===== src/rtl/relogio_pkg.sv =====
// Shared definitions for the clock's mode encoding and mode sequencing helpers.
package relogio_pkg;

  localparam int unsigned MODO_W = 2;

  localparam logic [MODO_W-1:0] MODO_RODANDO = 2'b00;
  localparam logic [MODO_W-1:0] MODO_AJ_MIN  = 2'b01;
  localparam logic [MODO_W-1:0] MODO_AJ_HR   = 2'b10;

  typedef enum logic [MODO_W-1:0] {
    StRodando = MODO_RODANDO,
    StAjMin   = MODO_AJ_MIN,
    StAjHr    = MODO_AJ_HR
  } modo_e;

  function automatic logic modo_valido(modo_e m);
    return (m == StRodando) || (m == StAjMin) || (m == StAjHr);
  endfunction

  // Any unknown encoding falls back to run mode.
  function automatic modo_e proximo_modo(modo_e m);
    modo_e r;
    unique case (m)
      StRodando: r = StAjMin;
      StAjMin:   r = StAjHr;
      default:   r = StRodando;
    endcase
    return r;
  endfunction

endpackage


===== src/rtl/ajuste_controlador_if.sv =====
// Button inputs and adjust-mode control outputs of the clock front-end controller.
interface ajuste_controlador_if;
  import relogio_pkg::*;

  logic              btn_modo;
  logic              btn_inc;
  logic [MODO_W-1:0] modo;
  logic              ajuste_min;
  logic              ajuste_hr;
  logic              ajuste_any;
  logic              inc_pulse;
  logic              blink;
  logic              timeout_evt;

  modport master (
    output btn_modo, btn_inc,
    input  modo, ajuste_min, ajuste_hr, ajuste_any, inc_pulse, blink, timeout_evt
  );

  modport slave (
    input  btn_modo, btn_inc,
    output modo, ajuste_min, ajuste_hr, ajuste_any, inc_pulse, blink, timeout_evt
  );

endinterface


===== src/rtl/debounce_botao.sv =====
// Two-flop synchroniser, mismatch-count debouncer and registered rising-edge pulse
// for one raw push button.
module debounce_botao #(
  parameter int unsigned DEBOUNCE_CYC = 4
) (
  input  logic clk,
  input  logic rst_n,
  input  logic btn,
  output logic level,
  output logic press
);

  localparam int unsigned CntW = $clog2(DEBOUNCE_CYC + 1);

  logic            sync1_q, sync2_q;
  logic            level_q, level_d;
  logic            level_dly_q;
  logic            press_q;
  logic [CntW-1:0] cnt_q, cnt_d;

  // The count only survives while every cycle disagrees with the accepted level.
  always_comb begin
    level_d = level_q;
    cnt_d   = '0;
    if (sync2_q != level_q) begin
      if (cnt_q == CntW'(DEBOUNCE_CYC - 1)) begin
        level_d = ~level_q;
      end else begin
        cnt_d = cnt_q + 1'b1;
      end
    end
  end

  always_ff @(posedge clk or negedge rst_n) begin
    if (!rst_n) begin
      sync1_q     <= 1'b0;
      sync2_q     <= 1'b0;
      level_q     <= 1'b0;
      cnt_q       <= '0;
      level_dly_q <= 1'b0;
      press_q     <= 1'b0;
    end else begin
      sync1_q     <= btn;
      sync2_q     <= sync1_q;
      level_q     <= level_d;
      cnt_q       <= cnt_d;
      level_dly_q <= level_q;
      press_q     <= level_q & ~level_dly_q;
    end
  end

  // level is delayed one cycle so it rises together with press.
  assign level = level_dly_q;
  assign press = press_q;

endmodule


===== src/rtl/ajuste_controlador.sv =====
// Adjust-mode front end: mode FSM, increment auto-repeat, inactivity timeout and
// blink divider, driven by the two debounced buttons. All outputs are registered.
module ajuste_controlador
  import relogio_pkg::*;
#(
  parameter int unsigned DEBOUNCE_CYC = 4,
  parameter int unsigned HOLD_CYC     = 8,
  parameter int unsigned REPEAT_CYC   = 4,
  parameter int unsigned TIMEOUT_CYC  = 64,
  parameter int unsigned BLINK_CYC    = 2
) (
  input logic                 clk,
  input logic                 rst_n,
  ajuste_controlador_if.slave bus
);

  localparam int unsigned RepMax = (HOLD_CYC > REPEAT_CYC) ? HOLD_CYC : REPEAT_CYC;
  localparam int unsigned RepW   = $clog2(RepMax + 1);
  localparam int unsigned ToW    = $clog2(TIMEOUT_CYC + 1);
  localparam int unsigned BlinkW = $clog2(BLINK_CYC + 1);

  logic modo_press, modo_level_unused;
  logic inc_press, inc_level;

  debounce_botao #(
    .DEBOUNCE_CYC(DEBOUNCE_CYC)
  ) u_db_modo (
    .clk  (clk),
    .rst_n(rst_n),
    .btn  (bus.btn_modo),
    .level(modo_level_unused),
    .press(modo_press)
  );

  debounce_botao #(
    .DEBOUNCE_CYC(DEBOUNCE_CYC)
  ) u_db_inc (
    .clk  (clk),
    .rst_n(rst_n),
    .btn  (bus.btn_inc),
    .level(inc_level),
    .press(inc_press)
  );

  modo_e             state_q, state_d;
  logic              rep_active_q, rep_active_d;
  logic              rep_first_q, rep_first_d;
  logic [RepW-1:0]   rep_cnt_q, rep_cnt_d, rep_lim;
  logic [ToW-1:0]    to_cnt_q, to_cnt_d;
  logic [BlinkW-1:0] blink_cnt_q, blink_cnt_d;
  logic              blink_q, blink_d;
  logic              inc_pulse_q, inc_pulse_d;
  logic              timeout_evt_q, timeout_evt_d;
  logic              ajuste_min_q, ajuste_hr_q, ajuste_any_q;
  logic              adjust, inc_fire, mode_change;

  always_comb begin
    state_d       = state_q;
    rep_active_d  = rep_active_q;
    rep_first_d   = rep_first_q;
    rep_cnt_d     = rep_cnt_q;
    to_cnt_d      = to_cnt_q;
    blink_cnt_d   = blink_cnt_q;
    blink_d       = blink_q;
    inc_pulse_d   = 1'b0;
    timeout_evt_d = 1'b0;
    inc_fire      = 1'b0;
    mode_change   = 1'b0;
    rep_lim       = rep_first_q ? RepW'(HOLD_CYC - 1) : RepW'(REPEAT_CYC - 1);
    adjust        = (state_q == StAjMin) || (state_q == StAjHr);

    // A mode press outranks everything, including an inc press in the same cycle.
    if (modo_press || !modo_valido(state_q)) begin
      state_d     = proximo_modo(state_q);
      mode_change = 1'b1;
    end else if (adjust) begin
      if (inc_press) begin
        inc_fire     = 1'b1;
        rep_active_d = 1'b1;
        rep_first_d  = 1'b1;
        rep_cnt_d    = '0;
      end else if (rep_active_q && inc_level) begin
        if (rep_cnt_q == rep_lim) begin
          inc_fire    = 1'b1;
          rep_first_d = 1'b0;
          rep_cnt_d   = '0;
        end else begin
          rep_cnt_d = rep_cnt_q + 1'b1;
        end
      end else begin
        rep_active_d = 1'b0;
        rep_cnt_d    = '0;
      end

      if (inc_fire) begin
        inc_pulse_d = 1'b1;
        to_cnt_d    = '0;
      end else if (to_cnt_q == ToW'(TIMEOUT_CYC - 1)) begin
        state_d       = StRodando;
        timeout_evt_d = 1'b1;
        mode_change   = 1'b1;
      end else begin
        to_cnt_d = to_cnt_q + 1'b1;
      end
    end

    if (mode_change) begin
      rep_active_d = 1'b0;
      rep_first_d  = 1'b0;
      rep_cnt_d    = '0;
      to_cnt_d     = '0;
      blink_cnt_d  = '0;
      blink_d      = (state_d != StRodando);
    end else if (adjust) begin
      if (blink_cnt_q == BlinkW'(BLINK_CYC - 1)) begin
        blink_d     = ~blink_q;
        blink_cnt_d = '0;
      end else begin
        blink_cnt_d = blink_cnt_q + 1'b1;
      end
    end else begin
      blink_d     = 1'b0;
      blink_cnt_d = '0;
    end
  end

  always_ff @(posedge clk or negedge rst_n) begin
    if (!rst_n) begin
      state_q       <= StRodando;
      rep_active_q  <= 1'b0;
      rep_first_q   <= 1'b0;
      rep_cnt_q     <= '0;
      to_cnt_q      <= '0;
      blink_cnt_q   <= '0;
      blink_q       <= 1'b0;
      inc_pulse_q   <= 1'b0;
      timeout_evt_q <= 1'b0;
      ajuste_min_q  <= 1'b0;
      ajuste_hr_q   <= 1'b0;
      ajuste_any_q  <= 1'b0;
    end else begin
      state_q       <= state_d;
      rep_active_q  <= rep_active_d;
      rep_first_q   <= rep_first_d;
      rep_cnt_q     <= rep_cnt_d;
      to_cnt_q      <= to_cnt_d;
      blink_cnt_q   <= blink_cnt_d;
      blink_q       <= blink_d;
      inc_pulse_q   <= inc_pulse_d;
      timeout_evt_q <= timeout_evt_d;
      ajuste_min_q  <= (state_d == StAjMin);
      ajuste_hr_q   <= (state_d == StAjHr);
      ajuste_any_q  <= (state_d == StAjMin) || (state_d == StAjHr);
    end
  end

  assign bus.modo        = state_q;
  assign bus.ajuste_min  = ajuste_min_q;
  assign bus.ajuste_hr   = ajuste_hr_q;
  assign bus.ajuste_any  = ajuste_any_q;
  assign bus.inc_pulse   = inc_pulse_q;
  assign bus.blink       = blink_q;
  assign bus.timeout_evt = timeout_evt_q;

endmodule


===== src/flat_wrapper.sv =====
// flat-port wrapper written by rule: the top's interface ports become plain ports
module ajuste_controlador_flat import relogio_pkg::*;
#(
  parameter int unsigned DEBOUNCE_CYC = 4,
  parameter int unsigned HOLD_CYC     = 8,
  parameter int unsigned REPEAT_CYC   = 4,
  parameter int unsigned TIMEOUT_CYC  = 64,
  parameter int unsigned BLINK_CYC    = 2
)
  (clk, rst_n, bus_btn_modo, bus_btn_inc, bus_modo, bus_ajuste_min, bus_ajuste_hr, bus_ajuste_any, bus_inc_pulse, bus_blink, bus_timeout_evt);
  ajuste_controlador_if bus_i ();
  input logic clk;
  input logic rst_n;
  input wire logic [$bits(bus_i.btn_modo)-1:0] bus_btn_modo;
  input wire logic [$bits(bus_i.btn_inc)-1:0] bus_btn_inc;
  output wire logic [$bits(bus_i.modo)-1:0] bus_modo;
  output wire logic [$bits(bus_i.ajuste_min)-1:0] bus_ajuste_min;
  output wire logic [$bits(bus_i.ajuste_hr)-1:0] bus_ajuste_hr;
  output wire logic [$bits(bus_i.ajuste_any)-1:0] bus_ajuste_any;
  output wire logic [$bits(bus_i.inc_pulse)-1:0] bus_inc_pulse;
  output wire logic [$bits(bus_i.blink)-1:0] bus_blink;
  output wire logic [$bits(bus_i.timeout_evt)-1:0] bus_timeout_evt;
  assign bus_i.btn_modo = bus_btn_modo;
  assign bus_i.btn_inc = bus_btn_inc;
  assign bus_modo = bus_i.modo;
  assign bus_ajuste_min = bus_i.ajuste_min;
  assign bus_ajuste_hr = bus_i.ajuste_hr;
  assign bus_ajuste_any = bus_i.ajuste_any;
  assign bus_inc_pulse = bus_i.inc_pulse;
  assign bus_blink = bus_i.blink;
  assign bus_timeout_evt = bus_i.timeout_evt;
  ajuste_controlador #(.DEBOUNCE_CYC(DEBOUNCE_CYC), .HOLD_CYC(HOLD_CYC), .REPEAT_CYC(REPEAT_CYC), .TIMEOUT_CYC(TIMEOUT_CYC), .BLINK_CYC(BLINK_CYC)) u_core (.clk(clk), .rst_n(rst_n), .bus(bus_i));
endmodule

===== config.mk =====
export PLATFORM = sky130hd
export DESIGN_NAME = ajuste_controlador_flat
export DESIGN_NICKNAME = d
export VERILOG_FILES = /design/src/rtl/relogio_pkg.sv /design/src/rtl/ajuste_controlador_if.sv /design/src/rtl/debounce_botao.sv /design/src/rtl/ajuste_controlador.sv /design/src/flat_wrapper.sv
export SDC_FILE = /design/constraint.sdc
export NUM_CORES = 1
export LEC_CHECK = 0
export CAP_MARGIN = 20
export CORE_ASPECT_RATIO = 1.2
export CORE_UTILIZATION = 55
export CTS_CLUSTER_SIZE = 8
export DETAILED_ROUTE_END_ITERATION = 10
export DONT_BUFFER_PORTS = 1
export PLACE_DENSITY = 0.8
export SETUP_SLACK_MARGIN = 0.1
export SLEW_MARGIN = 20
export SYNTH_ARGS = -nofsm -noshare
export SYNTH_HDL_FRONTEND = slang
export SYNTH_SLANG_ARGS = --single-unit
export TNS_END_PERCENT = 50

===== constraint.sdc =====
create_clock -name clk -period 2.4 [get_ports clk]
set_input_delay 0.36 -clock clk [delete_from_list [all_inputs] [get_ports clk]]
set_output_delay 0.36 -clock clk [all_outputs]
set_load 0.03 [all_outputs]

# [Word level (Yosys, flattened, before mapping)]
# Index checks and enable logic that the tools add are counted.
[op_classes] n_addsub=5 n_eq_ne=15 muxes=51 bitwise=7 reduce_logical=18
[ops] op="$mux 7" count=5
[ops] op="$mux 1" count=27
[ops] op="$mux 4" count=6
[ops] op="$mux 3" count=5
[ops] op="$mux 2" count=7
[ops] op="$add 7x1->7 const B" count=1
[ops] op="$eq 7x6->1 const B" count=1
[ops] op="$add 3x1->3 const B" count=2
[ops] op="$eq 2x1->1 const B" count=3
[ops] op="$eq 3x2->1 const B" count=2
[ops] op="$reduce_and 2->1" count=3
[ops] op="$reduce_and 3->1" count=2
[ops] op="$reduce_bool 3->1" count=2
[ops] op="$logic_or 1x1->1" count=5
[ops] op="$not 1->1" count=5
[ops] op="$add 4x1->4 const B" count=1
[ops] op="$eq 2x2->1 const B" count=2
[ops] op="$eq 4x4->1" count=1
[ops] op="$pmux 2 s2" count=1
[ops] op="$reduce_and 4->1" count=1
[ops] op="$reduce_bool 2->1" count=2
[ops] op="$ne 3x1->1 const B" count=1
[ops] op="$ne 3x2->1 const B" count=1
[ops] op="$ne 3x3->1 const B" count=1
[ops] op="7 further kinds" count=9
[word_totals] ff_bits=39 in_bits=4 output_inout_bits=8 elab_cells=120

# [Logic depth before layout (Yosys ltp)]
[logic_depth] depth_word=12 depth_mapped=8 ltp_nobuf=8

# [Cells and area by module]
# Synthesis repeated with hierarchy kept, for this count alone.
[unflattened] hier_cells=143 area_unflattened_um2=1714.1
[by_module_without_submodules] mod="ajuste_controlador" instances=1 cells_per_inst=111 area_each_um2=1158.6 seq_area_each_um2=575.6
[by_module_without_submodules] mod="debounce_botao" instances=2 cells_per_inst=16 area_each_um2=277.8 seq_area_each_um2=200.2

# [Worst setup path after synthesis]
# OpenSTA, ideal clock, no wires.
[synth_path] path_type="reg2reg" start="reg u_core.state_q[0] (netlist: u_core.bus.modo[0])" end="reg u_core.ajuste_any_q (netlist: u_core.bus.ajuste_any)" setup_ps=126 arrival_time_ps=1898 required_time_ps=2274 setup_slack_ps=376 path_stages_with_launch=8 path_buffers=0 synth_period_minus_slack_ps=2024 cell_sequence="dfrtp_1 > inv_1 > ha_1 > and4b_1 > o211ai_2 > nand3_1 > and2_1 > ha_1"
[synth_via] elab_chain_cells=8 elab_cells_between_ends=16 cone_classes="4 x eq/ne; 5 x mux; 7 x reduce/logical"
[synth_lines] element="start: declaration" line_no="ajuste_controlador.sv:45" text="modo_e state_q, state_d;"
[synth_lines] element="start signal: assignment" line_no="ajuste_controlador.sv:129" text="state_q <= StRodando;"
[synth_lines] element="start signal: assignment" line_no="ajuste_controlador.sv:142" text="state_q <= state_d;"
[synth_lines] element="$eq 2x1->1 / $logic_not 2->1 (equally long branches)" line_no="relogio_pkg.sv:17, relogio_pkg.sv:23, ajuste_controlador.sv:70"
[synth_lines] element="$logic_or 1x1->1 (2 in series)" line_no="relogio_pkg.sv:17" text="return (m == StRodando) || (m == StAjMin) || (m == StAjHr);"
[synth_lines] element="$logic_not 1->1" line_no="ajuste_controlador.sv:73" text="if (modo_press || !modo_valido(state_q)) begin"
[synth_lines] element="$logic_or 1x1->1" line_no="ajuste_controlador.sv:73"
[synth_lines] element="$mux 2 (*)" line_no="ajuste_controlador.sv:73"
[synth_lines] element="$eq 2x1->1 / $eq 2x2->1 (equally long branches)" line_no="ajuste_controlador.sv:153" text="ajuste_any_q <= (state_d == StAjMin) || (state_d == StAjHr);"
[synth_lines] element="$logic_or 1x1->1 (*)" line_no="ajuste_controlador.sv:153"
[synth_lines] element="end signal: assignment" line_no="ajuste_controlador.sv:153"
[synth_lines] element="end: declaration" line_no="ajuste_controlador.sv:54" text="logic ajuste_min_q, ajuste_hr_q, ajuste_any_q;"
# Mark *: on every way between the ends. The rest lies on a longest branch, timed or not.
# A chain may end at the register's enable or synchronous reset.

# [Worst setup path after layout]
# Ends and elaborated chain as after synthesis.

==> flow_summary.toml <==
[grt]
grt_pass1_wl_um = 5160
grt_overflow = 0
grt_pass1_vias = 1157
grt_usage_pct = 21.4
grt_max_degree = 40
antenna_found_initial = 0

[drt]
drc = 0
drt_iter0_drc = 33
via_count = 1125
drt_wl_total_um = 3010
via_per_inst = 5.83
drt-pass1-iter-count = 4
ant_nets = 0
wl_per_cell_um = 15.6

[timing]
skew_ns = 0.0148
layout_min_cycle_time_ns = 2.03
hold_viol_final = 0
relSlewSlack_pct = 70.1
tns_ns = 0
drv_slew = 0
layout_setup_ws_ns = 0.368
setup_viol = 0
rsz0062_at_grt = "false"
period_share_pct = 84.7
worst_slew_pin_slew_ns = 0.446
timing.fmax_mhz = 492

[final_layout]
fill_cells = 198
n_antenna_cell = 0
seq_area_um2 = 976
nets = 172
synthToLayoutAreaGrowth_pct = 8.57
fin_area_um2 = 1890
layoutNonFillerInstCount = 193
final_layout_size_suffix_gt1_share_pct = 12.6
multiInputGateArea_um2 = 738

[clock_network]
clkLatencyLatePin_ns = 0.34
path_clk_slew_ns = 0.12
cts_tree = "built"
cts-resized-gates = 0
htree_levels = 2
clock_sinks = 39
cts.root.buffer_cell = "clkbuf_4"
clockBufferDepth = 2
cts-buffers-inserted = 5

[pwr]
power.total_mw = 2.17
power_frac_seq_pct = 48.2
vdd_drop_max_mv = 0.742
p_comb_share_pct = 37.3
netSwitchingPower_uw = 877
clkPwrFrac_pct = 14.5
power.share.switching_pct = 40.5
p_leak_nw = 0.873
cellPowerDensity_nw_per_um2 = 1150
p_int_mw = 1.29

[placed_design]
dp_hpwl_um = 2190
dp_slack_ns = 0.428
postPlaceCellArea_um2 = 1800
dp.cells = 183
io_buffers = 0
place_congestion = 0.875

[synthesis]
synth.most_common_cell = "dfrtp_1"
syn_area_um2 = 1740
synth_cells = 147
synth_top_area_share_pct = 56.2
ys_async_sr_fraction_pct = 100
synthTopCellsByArea = "dfrtp_1 (56%), ha_1 (7.2%), nand2_1 (3.0%)"
synth-main-ff-cell = "dfrtp_1"
synth.avg_cell_area_um2 = 11.8
ys_ff_latch = 39
ys_seq_area_share_pct = 56.2
netlist_top_cells_count = "dfrtp_1 (39), nand2_1 (14), ha_1 (10)"
syn-num-nets = 161
yosysWarningCount = 0
synth_edf_count = 0
ys_types = 38
synth_top_area_cell = "dfrtp_1"

[die]
die_area_um2 = 3390
die_w_um = 53.3
die_h_um = 63.6
rows = 21
io_pins = 12
design.core.area_um2 = 2890
start_util_pct = 60.1

[run]
maxCapViolations = 0

[outcome]
status = "finished, final reports clean"

[critical_path]
crit_path_start_kind = "flip-flop"
crit_top_cell = "ha_1"
arrival_ns = 2.25
cp_max_fo = 7
slowest_delay_ns = 0.45
cp_data_required_time_ns = 2.62
crit_path_cell_trace = "inv_1 > ha_1 > and4b_1 > o211ai_2 > nand3_1 > and2_1 > ha_1"
critPathBufInv = 1
cp_top_family = "adder cells"
cp_slowest_cell = "dfrtp_1"
crit_type = "reg2reg"
crit_path_end_kind = "flip-flop"

[hold_path]
min_path_type = "in2reg"
path summary, 6_finish.rpt:
| check | startpoint | endpoint | slack (ns) | cells past startpoint |
|---|---|---|---|---|
| max | u_core.bus.modo[0] | u_core.bus.ajuste_any | 0.37 | 7 |
| min | bus_btn_inc | u_core.u_db_inc.sync1_q | 0.04 | 0 |
| max reg2reg | u_core.bus.modo[0] | u_core.bus.ajuste_any | 0.37 | 7 |
| min reg2reg | u_core.u_db_inc.sync1_q | u_core.u_db_inc.sync2_q | 0.36 | 0 |
| max in group asynchronous | rst_n | u_core.bus.ajuste_any | 1.75 | 2 |
| min in group asynchronous | rst_n | u_core.rep_first_q | 0.45 | 2 |
flip-flops by register name, indices dropped and copies added (netlist names), 2 cells and up:
signal and flops:
u_core.u_db_modo.cnt_q 3, u_core.bus.modo 2, u_core.rep_cnt_q 4, u_core.to_cnt_q 7, u_core.blink_cnt_q 2, u_core.u_db_inc.cnt_q 3
layout make-up:
| class | count | share of cell area, % |
|---|---|---|
| well taps | 34 | 2.26 |
| clock buffers | 6 | 2.19 |
| inverters | 4 | 0.796 |
| flip-flops and latches | 39 | 51.8 |
| clock inverters | 2 | 0.664 |
| multi-input cells | 102 | 39.2 |
| repair buffers | 6 | 3.19 |
through the flow:
step                hold slack [ns]  utilization [%]
floorplan                    0.0644                -
global placement             0.0654             62.3
detailed placement           0.0651             62.3
CTS                          0.0195             65.2
global route                 0.0101             65.2
finish                       0.0424             65.2
repair_timing:
item	4_1_cts	5_1_grt
hold endpoints to repair	39	0
buffers inserted	0	0
endpoints found under the setup margin	0	0
hold buffers	2	0
power groups by stage:
stage                     Combinational (mW)  Sequential [mW]  Clock, mW
after floorplan                        0.565             1.04          0
after global placement                 0.745             1.04          0
after detailed placement               0.780             1.06          0
after CTS                              0.806             1.04      0.329
after global routing                   0.901             1.06      0.355
final                                  0.808             1.05      0.315
cell usage in the layout, fill, tap and decap left out, types with 3 or more instances in the layout:
cell type / count
dfrtp_1: 39
nand2_1: 14
ha_1: 10
nor2_1: 8
nand3_1: 7
xnor2_1: 6
nand2b_1: 5
clkbuf_4: 5
xor2_1: 4
inv_1: 4
nor2b_1: 4
nor3b_1: 4
nor3_1: 4
a21oi_1: 4
buf_4: 4
and2_1: 3
nand4_1: 3
routing by layer:
metal | vias up | wire length [um] | track usage [%]
met4 | 0 | 86 | 9.21
met2 | 28 | 1510 | 33.3
li1 | 534 | - | -
met5 | - | 0 | 0
met3 | 11 | 86 | 7.00
met1 | 552 | 1330 | 26.7
kinds of logic after synthesis:
family                   count (synthesis)  share of synthesized area [%]
multiplexers                             4                           2.45
AO/OA/AOI/OAI                           16                           7.64
buffers and inverters                    6                           1.30
flip-flops                              39                           56.2
adder cells (fa/ha/maj)                 10                           7.20
XOR/XNOR                                10                           5.04
AND/OR/NAND/NOR                         62                           20.2
(Power assumes the default switching activity.)
